$ cat src/rtl/data_memory_if.sv
// Bus between a requester and data_memory: byte address, write data/enable, read data, error.
interface data_memory_if #(
    parameter int unsigned DATA_W = 32
);
    logic [31:0]       Addr;
    logic [DATA_W-1:0] Write;
    logic [DATA_W-1:0] Read;
    logic              WE;
    logic              err;

    modport master (output Addr, output Write, output WE, input Read, input err);
    modport slave  (input Addr, input Write, input WE, output Read, output err);
endinterface

$ cat src/rtl/data_memory.sv
// Word-addressed RAM with combinational read, synchronous write and synchronous clear-all reset.
// Define DATA_MEMORY_ACCESS_CHECK_EN to flag and suppress misaligned or out-of-range accesses.
module data_memory #(
    parameter int unsigned DEPTH  = 64,
    parameter int unsigned DATA_W = 32
) (
    input  logic          clk,
    input  logic          rst_n,
    data_memory_if.slave  bus
);
    localparam int unsigned IdxW = $clog2(DEPTH);

    logic [DATA_W-1:0] mem_q [DEPTH];
    logic [IdxW-1:0]   idx;
    logic              in_range;
    logic              misaligned;
    logic              wr_en;

    assign idx        = bus.Addr[IdxW+1:2];
    // Everything above the word index must be zero for the address to be below 4*DEPTH.
    assign in_range   = (bus.Addr[31:IdxW+2] == '0);
    assign misaligned = (bus.Addr[1:0] != 2'b00);

`ifdef DATA_MEMORY_ACCESS_CHECK_EN
    assign wr_en   = bus.WE && in_range && !misaligned;
    assign bus.err = (bus.WE && misaligned) || !in_range;
`else
    logic unused_misaligned;
    assign unused_misaligned = misaligned;
    assign wr_en   = bus.WE && in_range;
    assign bus.err = 1'b0;
`endif

    always_comb begin
        bus.Read = '0;
        if (in_range) begin
            bus.Read = mem_q[idx];
        end
    end

    always_ff @(posedge clk) begin
        if (!rst_n) begin
            for (int i = 0; i < int'(DEPTH); i++) begin
                mem_q[i] <= '0;
            end
        end else if (wr_en) begin
            mem_q[idx] <= bus.Write;
        end
    end
endmodule

$ cat src/flat_wrapper.sv
// flat-port wrapper written by rule: the top's interface ports become plain ports
module data_memory_flat 
#(
    parameter int unsigned DEPTH  = 64,
    parameter int unsigned DATA_W = 32
)
  (clk, rst_n, bus_Addr, bus_Write, bus_WE, bus_Read, bus_err);
  data_memory_if #(.DATA_W(DATA_W)) bus_i ();
  input  logic clk;
  input  logic rst_n;
  input wire logic [$bits(bus_i.Addr)-1:0] bus_Addr;
  input wire logic [$bits(bus_i.Write)-1:0] bus_Write;
  input wire logic [$bits(bus_i.WE)-1:0] bus_WE;
  output wire logic [$bits(bus_i.Read)-1:0] bus_Read;
  output wire logic [$bits(bus_i.err)-1:0] bus_err;
  assign bus_i.Addr = bus_Addr;
  assign bus_i.Write = bus_Write;
  assign bus_i.WE = bus_WE;
  assign bus_Read = bus_i.Read;
  assign bus_err = bus_i.err;
  data_memory #(.DEPTH(DEPTH), .DATA_W(DATA_W)) u_core (.clk(clk), .rst_n(rst_n), .bus(bus_i));
endmodule
$ cat config.mk
export PLATFORM = sky130hd
export DESIGN_NAME = data_memory_flat
export DESIGN_NICKNAME = d
export VERILOG_FILES = /design/src/rtl/data_memory_if.sv /design/src/rtl/data_memory.sv /design/src/flat_wrapper.sv
export SDC_FILE = /design/constraint.sdc
export NUM_CORES = 2
export LEC_CHECK = 0
export CAP_MARGIN = 20
export CORE_MARGIN = 8
export CORE_UTILIZATION = 45
export CTS_CLUSTER_SIZE = 30
export DETAILED_ROUTE_END_ITERATION = 12
export GPL_TIMING_DRIVEN = 0
export PLACE_DENSITY = 0.66
export SKIP_CTS_REPAIR_TIMING = 1
export SYNTH_ARGS = -nofsm -noshare
export SYNTH_HDL_FRONTEND = slang
export SYNTH_SLANG_ARGS = --single-unit
$ cat constraint.sdc
create_clock -name clk -period 5.61 [get_ports clk]
set_input_delay 0.561 -clock clk [delete_from_list [all_inputs] [get_ports clk]]
set_output_delay 0.561 -clock clk [all_outputs]
set_load 0.02 [all_outputs]
After elaboration in Yosys (flattened, before gate mapping)
Memories as Yosys holds them, arrays and structs flattened.
Cells that the tools add are included.
{ "word_totals": {"ff_bits": 0, "ramBits": 2048, "output_inout_bits": 33, "word_cells": 12, "memories": 1} }
{ "op_classes": {"muxes": 8, "n_reduce_logical": 3} }
{ "mem_list": {"columns": ["name", "depth", "width", "rd", "rd_clocked_by_memory_dff", "wr", "line_no", "text"], "rows": [
  ["u_core.mem_q", 64, 32, 1, 0, 64, "data_memory.sv:13", "logic [DATA_W-1:0] mem_q [DEPTH];"]
]} }
{ "ops": {"columns": ["operator", "n"], "rows": [
  ["2-to-1 mux 32 bit", 2],
  ["OR reduction 32 bit", 1],
  ["zero test 24 bit", 1],
  ["2-to-1 mux 6 bit", 1],
  ["2-to-1 mux 1 bit", 5],
  ["logical AND 1 bit", 1]
]} }

Longest topological paths before layout
{ "logic_depth": {"word_depth": 7, "ltp_mapped": 11, "depth_no_buf": 5} }

Worst setup path before layout
No wires, ideal clock.
{ "synth_path": {"path_type": "in2reg", "startpoint": "input port bus_Addr[27]", "endpoint": "memory u_core.mem_q[55][0] (enable)", "arrival_ns": 2.643, "t_required_ns": 5.216, "slack_ns": 2.573, "stages": 7, "path_cell_list": "nor4_1 -> nand4_1 -> or2_1 -> buf_4 -> buf_6 -> nor3_4 -> nand2b_1"} }
{ "synth_lines": {"columns": ["item", "line_no", "text"], "rows": [
  ["from (decl)", "flat_wrapper.sv:11", "input wire logic [$bits(bus_i.Addr)-1:0] bus_Addr;"],
  ["to (decl)", "data_memory.sv:13", null]
]} }

Worst setup path after layout
{ "layout_path": {"startpoint": "input port bus_Addr[3]", "endpoint": "output port bus_Read[9]"} }
{ "layout_via": {"elab_chain_cells": 2} }
{ "layout_lines": {"columns": ["item", "line_no", "text"], "rows": [
  ["memory (64 x 32 bit)", null, null],
  ["2-to-1 mux 32 bit", "data_memory.sv:36", "if (in_range) begin"],
  ["to (decl)", "flat_wrapper.sv:14", "output wire logic [$bits(bus_i.Read)-1:0] bus_Read;"]
]} }
Every way passes these cells.

==> summary.txt <==
Synthesis
  – Number of synthesized flops with an enable pin: ~2000
  – Number of warnings printed during yosys synthesis: 0
  – Area contributors post-synth: sky130_fd_sc_hd__edfxtp_1 65%, sky130_fd_sc_hd__and2_1 14%, sky130_fd_sc_hd__a22oi_1 3.1%
  – Net count after synthesis: a little under 7000
  – Cell type contributing the most total cell area after synthesis: sky130_fd_sc_hd__edfxtp_1
  – Dominant synthesized flop cell: sky130_fd_sc_hd__edfxtp_1
  – Mapped Area: between 0.09 and 0.1 mm²
  – Average cell area after synthesis: 13.7 µm²
  – Number of distinct library cell variants in the gate-level netlist after synthesis: between 70 and 80
  – Proportion of netlist area held by the largest area contributor: 65.1%
  – Seq/Total Area, Yosys: roughly 65%
  – Flops & latches, synth: just over 2000
  – Async set-or-reset flop fraction in the synthesized netlist: 0%
  – Post-synthesis instance total: a little under 7000

Placed design
  – DP Area: ~0.10 mm²
  – Routability congestion estimate from global placement: between 1 and 1.5
  – Number of cells in the design after placement: approximately 10000
  – Dpl hpwl: around 300 mm
  – Number of port buffers: 63

Die
  – Total I/O pin count: 100
  – Row cnt: 168
  – Effective utilization at floorplan: 45.2%
  – Core Box Area: about 0.21 mm²
  – Width of the die: 474 µm
  – Height of the chip: 474 µm
  – Overall die area: roughly 0.22 mm²

Status
  – Run status: finished, violations left
  – Violations in the final reports: max-slew violations, negative setup slack

Drt
  – Number of DRC markers after the initial detailed-route iteration: 12613
  – Routed vias: between 60000 and 70000
  – TritonRoute pass-1 iters: 8
  – Via/cell ratio: 6.55
  – Remaining antenna violation count after routing: 0
  – Residual DRC: 0
  – Final Routed Wirelength: ~410 mm
  – Routed length per placed instance: 39.4 µm

Global route
  – Number of antenna violations at the first check in global routing: 50
  – Total routing usage reported by global routing: between 30% and 40%
  – First-pass GRT wire length: 535 mm
  – Via count of the first global-routing pass: between 60000 and 70000
  – Remaining Overflow, GRT: 0
  – Largest net degree at the start of global routing: 33

Cells and area
  – Max reg flops: between 2000 and 2500
  – Share of layout cells above drive strength 1: roughly 16%
  – Biggest registers after layout: u_core.mem_q (2048)
  – Area grow syn2layout: 14.4%
  – Commonest non-fill, non-tap cells in the layout: 2054 x sky130_fd_sc_hd__and2_1, 2048 x sky130_fd_sc_hd__edfxtp_1, 417 x sky130_fd_sc_hd__clkbuf_1, 388 x sky130_fd_sc_hd__a22oi_1, 297 x sky130_fd_sc_hd__buf_2
  – Post-layout net count: approximately 7300
  – Filler Cells Inserted: between 15000 and 20000
  – Final Non-Filler Cells: a little over 10000
  – Most common cell after layout, fill and taps aside: sky130_fd_sc_hd__and2_1
  – Register ranked first by flip-flop count: u_core.mem_q
  – Final std cell area, no fill: between 0.1 and 0.15 mm²

Timing
  – Fin crit period: 5.88 ns
  – Highest attainable clock frequency: around 170 MHz
  – Final worst slack: -0.268 ns
  – Unrepaired setup endpoints after global routing: yes
  – Rel. slew slack: -1.29%
  – Worst-margin pin slew: about 1.5 ns
  – Hold Violations, Final: 0
  – Final Max Tran Viols: 1
  – WHS: 0.155 ns
  – Ratio of final minimum period to clock period: 105%
  – Final setup viols: 31

Flow run
  – Max-Cap Viols: 0

Clock network
  – CTS Root Cell: sky130_fd_sc_hd__clkbuf_16
  – Worst-case clock buffer depth: 3
  – Clock tree from TritonCTS: built
  – Worst-path clk slew: ~0.06 ns
  – Sink count of the clock tree: just over 2000
  – Num CTS Buffers: between 200 and 250
  – CTS HTree Levels: 4

Power and ir drop
  – Total power per unit cell area: 324 mW/mm²
  – Leakage: approximately 38 nW
  – Overall power of the completed layout: around 35 mW
  – Largest vdd supply drop: 0.352 mV

Min path
  – Class of the tightest hold or removal check: in -> reg

Worst setup path
  – Startpoint Class: input pin
  – Endpoint arrival time on the critical path: roughly 5.3 ns
  – Crit path kind: in -> out
  – Required time of the worst setup path: 5.05 ns
  – Critical path fanouts, max: 10
  – Nature of the critical path endpoint: primary output
[critical path: stages]
cell and delay [ns]:
sky130_fd_sc_hd__dlymetal6s2s_1 0.56, sky130_fd_sc_hd__buf_6 0.34, sky130_fd_sc_hd__buf_12 0.21, sky130_fd_sc_hd__buf_6 0.25, sky130_fd_sc_hd__buf_2 0.54, sky130_fd_sc_hd__buf_2 0.56
sky130_fd_sc_hd__a221oi_1 0.18, sky130_fd_sc_hd__nor2_1 0.38, sky130_fd_sc_hd__o21ai_0 0.36, sky130_fd_sc_hd__a41oi_2 0.58, sky130_fd_sc_hd__clkdlybuf4s50_1 0.73
[Yosys cell counts (51+ instances only)]
library cell                  n
sky130_fd_sc_hd__and2_1    2055
sky130_fd_sc_hd__edfxtp_1  2048
sky130_fd_sc_hd__clkbuf_1   390
sky130_fd_sc_hd__a22oi_1    388
sky130_fd_sc_hd__buf_2      283
sky130_fd_sc_hd__a221oi_1   171
sky130_fd_sc_hd__mux2i_1    152
sky130_fd_sc_hd__a21oi_1     96
sky130_fd_sc_hd__mux2_2      86
sky130_fd_sc_hd__o21ai_0     77
sky130_fd_sc_hd__nand2_1     73
sky130_fd_sc_hd__nand2b_1    66
sky130_fd_sc_hd__nand3b_1    60
sky130_fd_sc_hd__nand3_1     58
sky130_fd_sc_hd__or3b_2      58
sky130_fd_sc_hd__nor3_4      51
[power by group]
group | leakage [nW] | internal, mW | switching (mW)
Clock | 3.29 | 7.70 | 6.42
Combinational | 15.1 | 0.775 | 2.37
Sequential | 19.4 | 17.5 | 0.235
Total | 37.8 | 26.0 | 9.02
[metrics by stage]
step | worst slack (ns) | setup TNS [ns] | util, %
floorplan | 2.57 | 0 | -
global placement | -1.69 | -185.32 | 47.2
detailed placement | -0.935 | -17.38 | 48.1
CTS | -0.926 | -16.80 | 51.4
global route | -0.00573 | -0.00740 | 51.6
finish | -0.268 | -4.86 | 51.7
[cells by family (layout without fill, tap and decap cells)]
kind of cell | after synthesis | after routing | synth area share [%]
AOI/OAI and AO/OA | 1098 | 1098 | 9.02
buffers and inverters | 773 | 1331 | 3.76
muxes | 290 | 290 | 3.75
other | 1 | 46 | 0.00397
DFF | 2048 | 2048 | 65.1
and+or+nand+nor | 2678 | 2678 | 18.4
[path summary, 6_finish.rpt]
kind / slack [ns] / from / cells past startpoint / end
setup / recovery: -0.27 / bus_Addr[3] / 11 / bus_Read[9]
hold / removal: 0.16 / bus_Write[9] / 2 / u_core.mem_q[8][9]
[final cells by class]
cell class | count | area (µm²) | share of cell area (%)
diodes | 45 | 113 | 0.104
plain buffers | 769 | 3640 | 3.36
clock buffers | 256 | 5530 | 5.12
clock inverters | 133 | 1250 | 1.15
inverters | 3 | 11.3 | 0.0104
multi-input cells | 4067 | 30000 | 27.8
flip-flops and latches | 2048 | 61500 | 56.9
well taps | 2805 | 3510 | 3.25
repair buffers | 170 | 2530 | 2.35
[per-layer routing]
metal	global-route usage (%)	vias up	part of all wire (%)
li1	-	26479	-
met1	43.8	33840	35
met2	49.7	5763	42
met3	11.6	1348	14
met4	26.9	6	9.3
met5	0	-	0.0089
No activity file was read; power rests on OpenSTA's default activity.
